===== config.mk =====
export PLATFORM = sky130hd
export DESIGN_NAME = uart_transmit
export DESIGN_NICKNAME = d
export VERILOG_FILES = /design/src/rtl/uart_transmit.sv
export SDC_FILE = /design/constraint.sdc
export NUM_CORES = 1
export LEC_CHECK = 0
export ABC_AREA = 1
export CORE_MARGIN = 2
export CORE_UTILIZATION = 45
export CTS_BUF_LIST = sky130_fd_sc_hd__clkbuf_8
export CTS_CLUSTER_SIZE = 12
export DETAILED_ROUTE_END_ITERATION = 8
export PLACE_DENSITY = 0.68
export SYNTH_ARGS = -nofsm -noshare
export SYNTH_HDL_FRONTEND = slang
export SYNTH_SLANG_ARGS = --single-unit

===== constraint.sdc =====
create_clock -name clk -period 1.55 [get_ports clk]
set_input_delay 0.155 -clock clk [delete_from_list [all_inputs] [get_ports clk]]
set_output_delay 0.155 -clock clk [all_outputs]
set_load 0.05 [all_outputs]

===== src/rtl/uart_transmit.sv =====
// 8N1 UART transmitter, LSB first, valid/ready byte input.
// Define UART_TX_PARITY_EN to add a parity bit (8E1 / 8O1).
module uart_transmit #(
   parameter int CLKS_PER_BIT = 434,
   parameter bit PARITY_ODD   = 1'b0
) (
   input  logic       clk,
   input  logic       reset,
   input  logic       tx_valid,
   input  logic [7:0] tx_data,
   output logic       tx_ready,
   output logic       txd,
   output logic       busy,
   output logic       tx_done
);

   localparam int CW = (CLKS_PER_BIT > 2) ? $clog2(CLKS_PER_BIT) : 1;
   localparam logic [CW-1:0] LAST = CW'(CLKS_PER_BIT - 1);

`ifdef UART_TX_PARITY_EN
   typedef enum logic [2:0] {IDLE, START, DATA, PARITY, STOP} state_t;
`else
   typedef enum logic [2:0] {IDLE, START, DATA, STOP} state_t;
`endif

   state_t          state;
   logic [CW-1:0]   cnt;
   logic [2:0]      idx;
   logic [7:0]      shift;
`ifdef UART_TX_PARITY_EN
   logic            par;
`endif

   logic bit_end;
   assign bit_end  = (cnt == LAST);
   assign tx_ready = (state == IDLE);
   assign busy     = ~tx_ready;

   always_ff @(posedge clk or posedge reset) begin
      if (reset) begin
         state   <= IDLE;
         cnt     <= '0;
         idx     <= '0;
         shift   <= '0;
         txd     <= 1'b1;
         tx_done <= 1'b0;
`ifdef UART_TX_PARITY_EN
         par     <= 1'b0;
`endif
      end else begin
         tx_done <= 1'b0;
         unique case (state)
            IDLE: begin
               txd <= 1'b1;
               if (tx_valid) begin
                  shift <= tx_data;
`ifdef UART_TX_PARITY_EN
                  par   <= (^tx_data) ^ PARITY_ODD;
`endif
                  cnt   <= '0;
                  idx   <= '0;
                  txd   <= 1'b0;
                  state <= START;
               end
            end
            START: begin
               if (bit_end) begin
                  cnt   <= '0;
                  txd   <= shift[0];
                  state <= DATA;
               end else begin
                  cnt <= cnt + 1'b1;
               end
            end
            DATA: begin
               if (bit_end) begin
                  cnt   <= '0;
                  idx   <= idx + 1'b1;
                  shift <= shift >> 1;
                  if (idx == 3'd7) begin
`ifdef UART_TX_PARITY_EN
                     txd   <= par;
                     state <= PARITY;
`else
                     txd   <= 1'b1;
                     state <= STOP;
`endif
                  end else begin
                     txd <= shift[1];
                  end
               end else begin
                  cnt <= cnt + 1'b1;
               end
            end
`ifdef UART_TX_PARITY_EN
            PARITY: begin
               if (bit_end) begin
                  cnt   <= '0;
                  txd   <= 1'b1;
                  state <= STOP;
               end else begin
                  cnt <= cnt + 1'b1;
               end
            end
`endif
            STOP: begin
               if (bit_end) begin
                  cnt     <= '0;
                  tx_done <= 1'b1;
                  // a still-pending byte starts its frame on this edge: no idle gap
                  if (tx_valid) begin
                     shift <= tx_data;
`ifdef UART_TX_PARITY_EN
                     par   <= (^tx_data) ^ PARITY_ODD;
`endif
                     idx   <= '0;
                     txd   <= 1'b0;
                     state <= START;
                  end else begin
                     txd   <= 1'b1;
                     state <= IDLE;
                  end
               end else begin
                  cnt <= cnt + 1'b1;
               end
            end
            default: begin
               txd   <= 1'b1;
               state <= IDLE;
            end
         endcase
      end
   end

endmodule


==> flow_summary.toml, run 1 <==
[outcome]
status = "finished, final reports clean"

[critical_path]
crit_buf_inv = 3
critPathMostFrequentCell = "nand2_1"
critPathMaxFanout = 5
r2r_end = "cnt[6]"
crit_path_start_kind = "register"
cp_slowest_cell = "dfrtp_1"
crit_cells = 10
cp_top_family = "flip-flops"
crit_start = "state[1]"
setup.worst_path.class = "register to register"
arrival_ns = 1.73
reg2reg_slack_ns = 0.03
cp.required_ns = 1.76
crit_chain = "inv_2, ha_4, nand2_1, o21ai_1, buf_4, buf_6, nand2_2, nor2_4, nand2_1, a21oi_2"
r2r_cells = 10
r2r-start = "state[1]"
worst_setup_path_end_kind = "register"
max_stage_delay_ns = 0.41
crit_end = "cnt[6]"

[drt]
drt-initial-drc-count = 37
drcViolationCount = 0
wl_per_cell_um = 12.7
drt.antenna.violating_nets = 0
firstDrtPassIters = 4
via_count = 1173
wirelength_um = 2990
route.detailed.vias_per_inst = 4.97

[cells_and_area]
nFillCells = 266
fin_area_um2 = 1930
fin_util_pct = 63.1
seq_area_um2 = 602
syn_to_final_growth_pct = 33.9
fin_nets = 213
multi_input_area_um2 = 801
drive_gt1_share_pct = 37.5
diodes = 0
finalNonFillerCells = 236

[clocking]
clockBufferDepth = 2
cts.htree.levels = 1
numCtsBuffers = 3
ctsHoldBuffers = 0
clk_pin_slew_ns = 0.09
cts_sinks = 24
cts_tree = "built"
clkLatencyLatePin_ns = 0.27
cts_root_buf = "clkbuf_8"

[grt]
grt_pass1_wl_um = 4650
gr-usage-met1_pct = 18.4
track_usage_pct = 16.9
grt.busiest_layer = "met2"
gr-total-overflow = 0
grt_pass1_vias = 1119
grt_max_degree = 25
grtUsageMet2_pct = 33.2
antenna_found_initial = 0
globalRouteMet3Util_pct = 3.20

[yosys]
synthCells = 160
synth.most_common_cell = "nand2_1"
synth_flop_cell = "dfrtp_1"
synthTopCellsByArea = "dfrtp_1, ha_1, nand2_1"
yosys-top-cells-count = "nand2_1, dfrtp_1, inv_1, o21ai_2, nand2_2"
ys_seq_elements = 24
async_flop_share_pct = 100
seq_area_frac_synth_pct = 41.8
ys_warn_count = 0
yosysUniqueCellTypes = 32
synth_top_area_cell = "dfrtp_1"
netlist_area_um2 = 1440
synth_fp_nets = 180
syn-mean-instance-area_um2 = 8.99
yosysTopAreaCellShare_pct = 40.0
synth_edf_count = 0

[timing]
hold_viol = 0
rsz0062_at_grt = "true"
hold_slack_ns = 0.220
fin_crit_sh_pct = 98.3
setup_viol = 0
worstMarginPinSlew_ns = 0.302
slew_viol_final = 0
final.min_clock_period_ns = 1.52
setup_ws_ns = 0.0268
max_slew_margin_pct = 79.9
clock_skew_ns = 0.00139
timing.fmax_ghz = 0.657

[power_and_ir_drop]
power_density_nw_per_um2 = 2120
vdd_drop_max_mv = 1.20
p_leak_nw = 0.927

[floorplanning]
fp-row-count = 20
die_h_um = 60.5
io_pins = 15
fp.dieArea_um2 = 3670
fp.dieW_um = 60.5
core-area_um2 = 3050
start_util_pct = 47.1

[placed_design]
io_buffers = 14
dpl.hpwl_um = 2020
gp_congestion = 0.802
dpl_cell_area_um2 = 1700
place_ws_ns = -0.00704
dp.cells = 222

[run]
drv_cap = 0

[worst_hold_path]
min_path_type = "primary input to asynchronous set/reset pin"
-- what timing repair did --
action	CTS	global route
resized for setup	2	15
cloned	0	1
endpoints found under the setup margin	1	15
setup buffers	1	8
pin swaps	0	9
-- kinds of logic (layout without fill, tap and decap cells) --
logic type                 after synthesis  count (layout)  synth area share, %
and+or+nand+nor                         65              66                 22.3
buffers and inverters                   27              58                 8.43
xor gates and xnor gates                 1               1                0.609
adders and majority gates                9               9                 7.83
muxes                                    8               8                 5.57
DFF                                     24              24                 41.8
AOI/OAI and AO/OA                       26              26                 13.5
-- per-layer routing --
metal  wire length [um]  vias to the layer above  share of wire, %
li1                   -                      577                 -
met3                 98                        3               3.3
met2               1660                       23                55
met4                 32                        0               1.1
met5                  0                        -                 0
met1               1200                      570                40
-- sequential cells by signal (all words and copies together), names as in the netlist --
register,cells
cnt,9
idx,3
shift,8
state,2
tx_done,1
txd,1
-- worst min-delay path by stage --
stage / depth (start not counted) / to / from
2_1_floorplan: 1 / cnt[0] / reset
3_3_place_gp: 2 / shift[5] / shift[5]
3_5_place_dp: 2 / shift[5] / shift[5]
4_1_cts: 3 / cnt[7] / reset
5_1_grt: 3 / cnt[7] / reset
6_report: 3 / cnt[7] / reset
-- layout make-up --
class / instances / area share [%]
inverter: 23 / 4.48
tap: 44 / 2.86
timing repair buffer: 31 / 16.2
sequential: 24 / 31.2
multi-input combinational: 110 / 41.6
clock buffer: 3 / 2.14
clock inverter: 1 / 1.56
-- through the flow --
stage	total power [mW]	setup TNS, ns
2_1_floorplan	2.51	0
3_3_place_gp	2.96	0
3_5_place_dp	3.03	-0.00704
4_1_cts	3.64	0
5_1_grt	4.36	-0.222
6_report	4.08	0
-- placed cells by master, fill, tap and decap left out, types with 2 or more instances in the layout --
cell type | Yosys | final
nand2_1 | 29 | 26
dfrtp_1 | 23 | 23
inv_1 | 20 | 17
buf_4 | 1 | 16
nand2_2 | 10 | 13
o21ai_2 | 11 | 11
clkdlybuf4s50_1 | 0 | 10
nor2_1 | 8 | 8
mux2i_1 | 8 | 8
inv_2 | 3 | 6
nand3_1 | 7 | 6
ha_1 | 9 | 6
a21oi_1 | 5 | 4
buf_12 | 0 | 4
o21ai_1 | 3 | 3
nor2_4 | 1 | 3
clkbuf_8 | 0 | 3
nand2_8 | 0 | 2
ha_2 | 0 | 2
-- report_power, final --
group | switching (mW) | leakage, nW | internal [mW]
logic | 1.36 | 0.582 | 1.13
clock network | 0.208 | 0.0357 | 0.346
registers | 0.165 | 0.310 | 0.862
-- worst reg2reg max path: cells and delay by family (launching register included) --
family,cells,cell delay [ns]
and+or+nand+nor,4,0.32
AOI/OAI and AO/OA,2,0.20
DFF,1,0.41
buffers and inverters,3,0.37
adders and majority gates,1,0.16
Power figures use the tool's default switching activity.
==> run 2, diff against run 1 <==
--- a/config.mk
+++ b/config.mk
@@ -8,7 +8,7 @@
 export ABC_AREA = 1
 export CORE_MARGIN = 2
 export CORE_UTILIZATION = 45
-export CTS_BUF_LIST = sky130_fd_sc_hd__clkbuf_8
+export CTS_BUF_LIST = sky130_fd_sc_hd__clkbuf_8 sky130_fd_sc_hd__clkbuf_16
 export CTS_CLUSTER_SIZE = 12
 export DETAILED_ROUTE_END_ITERATION = 8
 export PLACE_DENSITY = 0.68
==> constraint.sdc (replaced) <==
create_clock -name clk -period 1.55 [get_ports clk]
set_input_delay 0.155 -clock clk [delete_from_list [all_inputs] [get_ports clk]]
set_output_delay 0.155 -clock clk [all_outputs]
set_load 0.02 [all_outputs]
==> flow_summary.toml, run 2 (synthesis gave the netlist of run 1 again) <==
[outcome]
status = "finished, final reports clean"

[clocking]
clk_pin_slew_ns = 0.09
cts.htree.levels = 1
clkLatencyLatePin_ns = 0.27
cts_root_buf = "clkbuf_8"
ctsHoldBuffers = 0
cts_tree = "built"
cts_sinks = 24
clockBufferDepth = 2
numCtsBuffers = 3

[placed_design]
place_ws_ns = -0.123
dpl.hpwl_um = 2000
gp_congestion = 0.880
io_buffers = 14

[floorplanning]
die_h_um = 60.5
core-area_um2 = 3050
fp.dieW_um = 60.5
fp-row-count = 20
fp.dieArea_um2 = 3670
io_pins = 15
start_util_pct = 47.1

[critical_path]
cp_top_family = "flip-flops"
setup.worst_path.class = "register to register"
crit_buf_inv = 2
crit_path_start_kind = "register"
crit_chain = "inv_2, buf_4, ha_1, a21oi_4, nand2_4, nand2_1, o21ai_2"
arrival_ns = 1.68
critPathMaxFanout = 6
worst_setup_path_end_kind = "register"
max_stage_delay_ns = 0.41
cp.required_ns = 1.71
cp_slowest_cell = "dfrtp_1"

[drt]
drcViolationCount = 0
drt-initial-drc-count = 47
drt.antenna.violating_nets = 0
route.detailed.vias_per_inst = 4.87
via_count = 1135
wirelength_um = 2860
wl_per_cell_um = 12.3
firstDrtPassIters = 4

[cells_and_area]
diodes = 0
fin_util_pct = 60.6
drive_gt1_share_pct = 33.9
fin_nets = 210
reg.largest.list = "cnt (9), shift (8), idx (3)"
most-common-layout-cells = "nand2_1, dfrtp_1, inv_1, nand2_2"
largest_reg_flops = 9
seq_area_um2 = 602
layout_commonest_cell = "nand2_1"
multi_input_area_um2 = 805
nFillCells = 265
syn_to_final_growth_pct = 28.5
top_register = "cnt"

[power_and_ir_drop]
power_density_nw_per_um2 = 1980
vdd_drop_max_mv = 1.06
finalPower_mw = 3.67
p_leak_nw = 0.898

[worst_hold_path]
min_path_type = "primary input to asynchronous set/reset pin"

[timing]
final.min_clock_period_ns = 1.51
slew_viol_final = 0
rsz0062_at_grt = "true"
timing.fmax_ghz = 0.660
tns_ns = 0
setup_ws_ns = 0.0356
fin_crit_sh_pct = 97.7
clock_skew_ns = 0.00839
setup_viol = 0
hold_slack_ns = 0.218
max_slew_margin_pct = 79.4
worstMarginPinSlew_ns = 0.310
hold_viol = 0

[grt]
track_usage_pct = 17.6
gr-total-overflow = 0
antenna_found_initial = 0
grt_pass1_wl_um = 4860
grt_max_degree = 25
grt_pass1_vias = 1162

[run]
drv_cap = 0
[run 2: layout make-up]
type / instances / area share [%]
well taps: 44 / 2.98
clock inverters: 1 / 1.62
clock buffers: 3 / 2.23
flip-flops and latches: 24 / 32.5
multi-input cells: 112 / 43.5
inverters: 23 / 4.67
repair buffers: 26 / 12.4
[run 2: where the power goes]
| group | leakage (nW) | switching, mW | internal, mW |
|---|---|---|---|
| Clock | 0.0357 | 0.218 | 0.346 |
| Combinational | 0.553 | 1.19 | 0.893 |
| Sequential | 0.310 | 0.162 | 0.861 |
| Total | 0.898 | 1.57 | 2.10 |
[run 2: final timing paths]
path	startpoint	slack (ns)	endpoint	depth (start not counted)
max	state[1]	0.04	shift[6]	7
min	reset	0.22	idx[1]	3
max reg2reg	state[1]	0.04	shift[6]	7
min reg2reg	shift[5]	0.49	shift[5]	2
max in group asynchronous	reset	1.05	txd	3
min in group clk	tx_data[7]	0.46	shift[7]	3
[run 2: routing by layer]
| layer | routed length (um) | track usage [%] | vias to the layer above |
|---|---|---|---|
| li1 | - | - | 570 |
| met1 | 1230 | 20.5 | 535 |
| met2 | 1470 | 31.8 | 23 |
| met3 | 103 | 3.41 | 7 |
| met4 | 55 | 6.83 | 0 |
| met5 | 0 | 0 | - |
[run 2: worst register-to-register path, cell delays in order, from the launching register on]
cell and delay [ns]:
dfrtp_1 0.41, inv_2 0.08, buf_4 0.14, ha_1 0.23, a21oi_4 0.27, nand2_4 0.13, nand2_1 0.10, o21ai_2 0.05
[run 2: per-stage QoR]
step / std cells / cell area [um^2]
finish: 233 / 1850
global route: 233 / 1850
detailed placement: 226 / 1690
floorplan: 160 / 1440
CTS: 231 / 1800
global placement: 226 / 1690
[run 2: timing repair]
item	in CTS	in global routing
setup endpoints to repair	11	18
pin swaps	1	5
setup buffers	0	0
cloned	1	2
resized for setup	8	13
==> run 3, diff against run 2 <==
--- a/config.mk
+++ b/config.mk
@@ -6,7 +6,7 @@
 export NUM_CORES = 1
 export LEC_CHECK = 0
 export ABC_AREA = 1
-export CORE_MARGIN = 2
+export CORE_MARGIN = 3
 export CORE_UTILIZATION = 45
 export CTS_BUF_LIST = sky130_fd_sc_hd__clkbuf_8 sky130_fd_sc_hd__clkbuf_16
 export CTS_CLUSTER_SIZE = 12
@@ -15,3 +15,4 @@
 export SYNTH_ARGS = -nofsm -noshare
 export SYNTH_HDL_FRONTEND = slang
 export SYNTH_SLANG_ARGS = --single-unit
+export TNS_END_PERCENT = 50
==> flow_summary.toml, run 3 (synthesis gave the netlist of run 1 again) <==
[critical_path]
critPathMaxFanout = 5
r2r_end = "shift[2]"
reg2reg_slack_ns = -0.002
crit_path_start_kind = "register"
setup.worst_path.class = "register to register"
r2r-start = "state[0]"
r2r_cells = 8
cp.required_ns = 1.71
arrival_ns = 1.71
worst_setup_path_end_kind = "register"

[grt]
grt_max_degree = 23
antenna_found_initial = 0
gr-total-overflow = 0
track_usage_pct = 15.0
grt_pass1_wl_um = 4780
grt_pass1_vias = 1139

[outcome]
violations = "setup timing"
status = "finished, violations left"

[timing]
worstMarginPinSlew_ns = 0.318
hold_slack_ns = 0.132
rsz0062_at_grt = "true"
clock_skew_ns = 0.00218
fin_crit_sh_pct = 100
hold_viol = 0
max_slew_margin_pct = 78.7
slew_viol_final = 0
final.min_clock_period_ns = 1.55
setup_viol = 1
timing.fmax_ghz = 0.645
setup_ws_ns = -0.00152

[floorplanning]
start_util_pct = 49.6
fp.dieW_um = 62.5
die_h_um = 62.5
fp-row-count = 19
io_pins = 15
fp.dieArea_um2 = 3910
core-area_um2 = 2900

[clocking]
cts_tree = "built"
clk_pin_slew_ns = 0.08
cts_sinks = 24
cts.htree.levels = 1
clockBufferDepth = 2
clkLatencyLatePin_ns = 0.26
cts_root_buf = "clkbuf_8"
numCtsBuffers = 3
ctsHoldBuffers = 0

[drt]
routed.top_layer = "met4"
drt-met1-wl_um = 1290
wl_met2_um = 1720
drcViolationCount = 0
wl_per_cell_um = 13.5
firstDrtPassIters = 4
route.met3.wl_um = 79
wirelength_um = 3150
via_count = 1175
drt.antenna.violating_nets = 0
drt-initial-drc-count = 30
route.detailed.vias_per_inst = 5.02

[cells_and_area]
diodes = 0
finalNonFillerCells = 234
multi_input_area_um2 = 823
syn_to_final_growth_pct = 31.6
reg.largest.list = "cnt (9), shift (8), idx (3)"
nFillCells = 243
fin_util_pct = 65.3
most-common-layout-cells = "nand2_1, dfrtp_1, inv_1, nand2_2, buf_4"
top_register = "cnt"
seq_area_um2 = 602
drive_gt1_share_pct = 35.4
fin_nets = 213
layout_commonest_cell = "nand2_1"
largest_reg_flops = 9

[power_and_ir_drop]
vdd_drop_max_mv = 1.13
power_density_nw_per_um2 = 2000
p_leak_nw = 0.914

[placed_design]
io_buffers = 14
dpl.hpwl_um = 2120
gp_congestion = 0.850
dp.cells = 225

[run]
drv_cap = 0

[worst_hold_path]
min_path_type = "primary input to asynchronous set/reset pin"
==> run 3: cell count changes in the layout (fill, tap and decap cells not counted), sizes merged <==
cell | previous run | this run
bufinv | 1 | 0
buf | 12 | 15
clkbuf | 3 | 4
==> run 3: critical path, cell delays in order, from the launching register on <==
cell and delay [ns]:
dfrtp_1 0.40, inv_2 0.12, ha_2 0.21, inv_2 0.08, a21oi_4 0.25, buf_12 0.17, nand2_4 0.08, nand2_2 0.08
o21ai_2 0.05
==> run 3: routing by layer <==
metal	vias up	global-route usage, %
met5	-	0
met4	0	6.34
met3	7	2.34
met2	16	28.0
met1	573	16.7
li1	579	-
==> run 3: through the flow <==
step / power (mW) / setup TNS, ns / worst slack [ns] / area (um^2)
floorplan: 2.37 / 0 / 0.0660 / 1440
global placement: 2.79 / 0 / 0.0384 / 1700
detailed placement: 2.86 / -0.129 / -0.0569 / 1700
CTS: 3.30 / 0 / 0.0134 / 1750
global route: 4.05 / -0.201 / -0.0575 / 1890
finish: 3.79 / -0.00152 / -0.00152 / 1890
==> run 3: area by class of cell <==
| class | count | area share, % |
|---|---|---|
| flip-flops and latches | 24 | 31.8 |
| inverters | 23 | 4.56 |
| repair buffers | 29 | 14.5 |
| clock buffers | 4 | 2.91 |
| multi-input cells | 112 | 43.5 |
| well taps | 42 | 2.78 |
==> run 3: worst max path at each step <==
stage	from	to	slack [ns]	depth (start not counted)
after detailed placement	state[1]	cnt[7]	-0.06	10
after global placement	state[1]	cnt[7]	0.04	10
after floorplan	state[0]	cnt[6]	0.07	9
after CTS	state[0]	shift[5]	0.01	7
after global routing	state[0]	shift[2]	-0.06	8
final	state[0]	shift[2]	-0.002	8
==> run 3: what timing repair did <==
| item | 4_1_cts | 5_1_grt |
|---|---|---|
| gates cloned | 0 | 3 |
| buffers inserted | 0 | 2 |
| pin swaps | 1 | 5 |
| setup endpoints to repair | 8 | 20 |
| resized for setup | 5 | 15 |
| hold endpoints to repair | 0 | 0 |
==> run 3: where the power goes <==
group          leakage (nW)  switching [mW]  internal, mW
registers             0.310           0.164         0.861
clock network        0.0288           0.200         0.227
logic                 0.576            1.31          1.03
total                 0.914            1.68          2.11
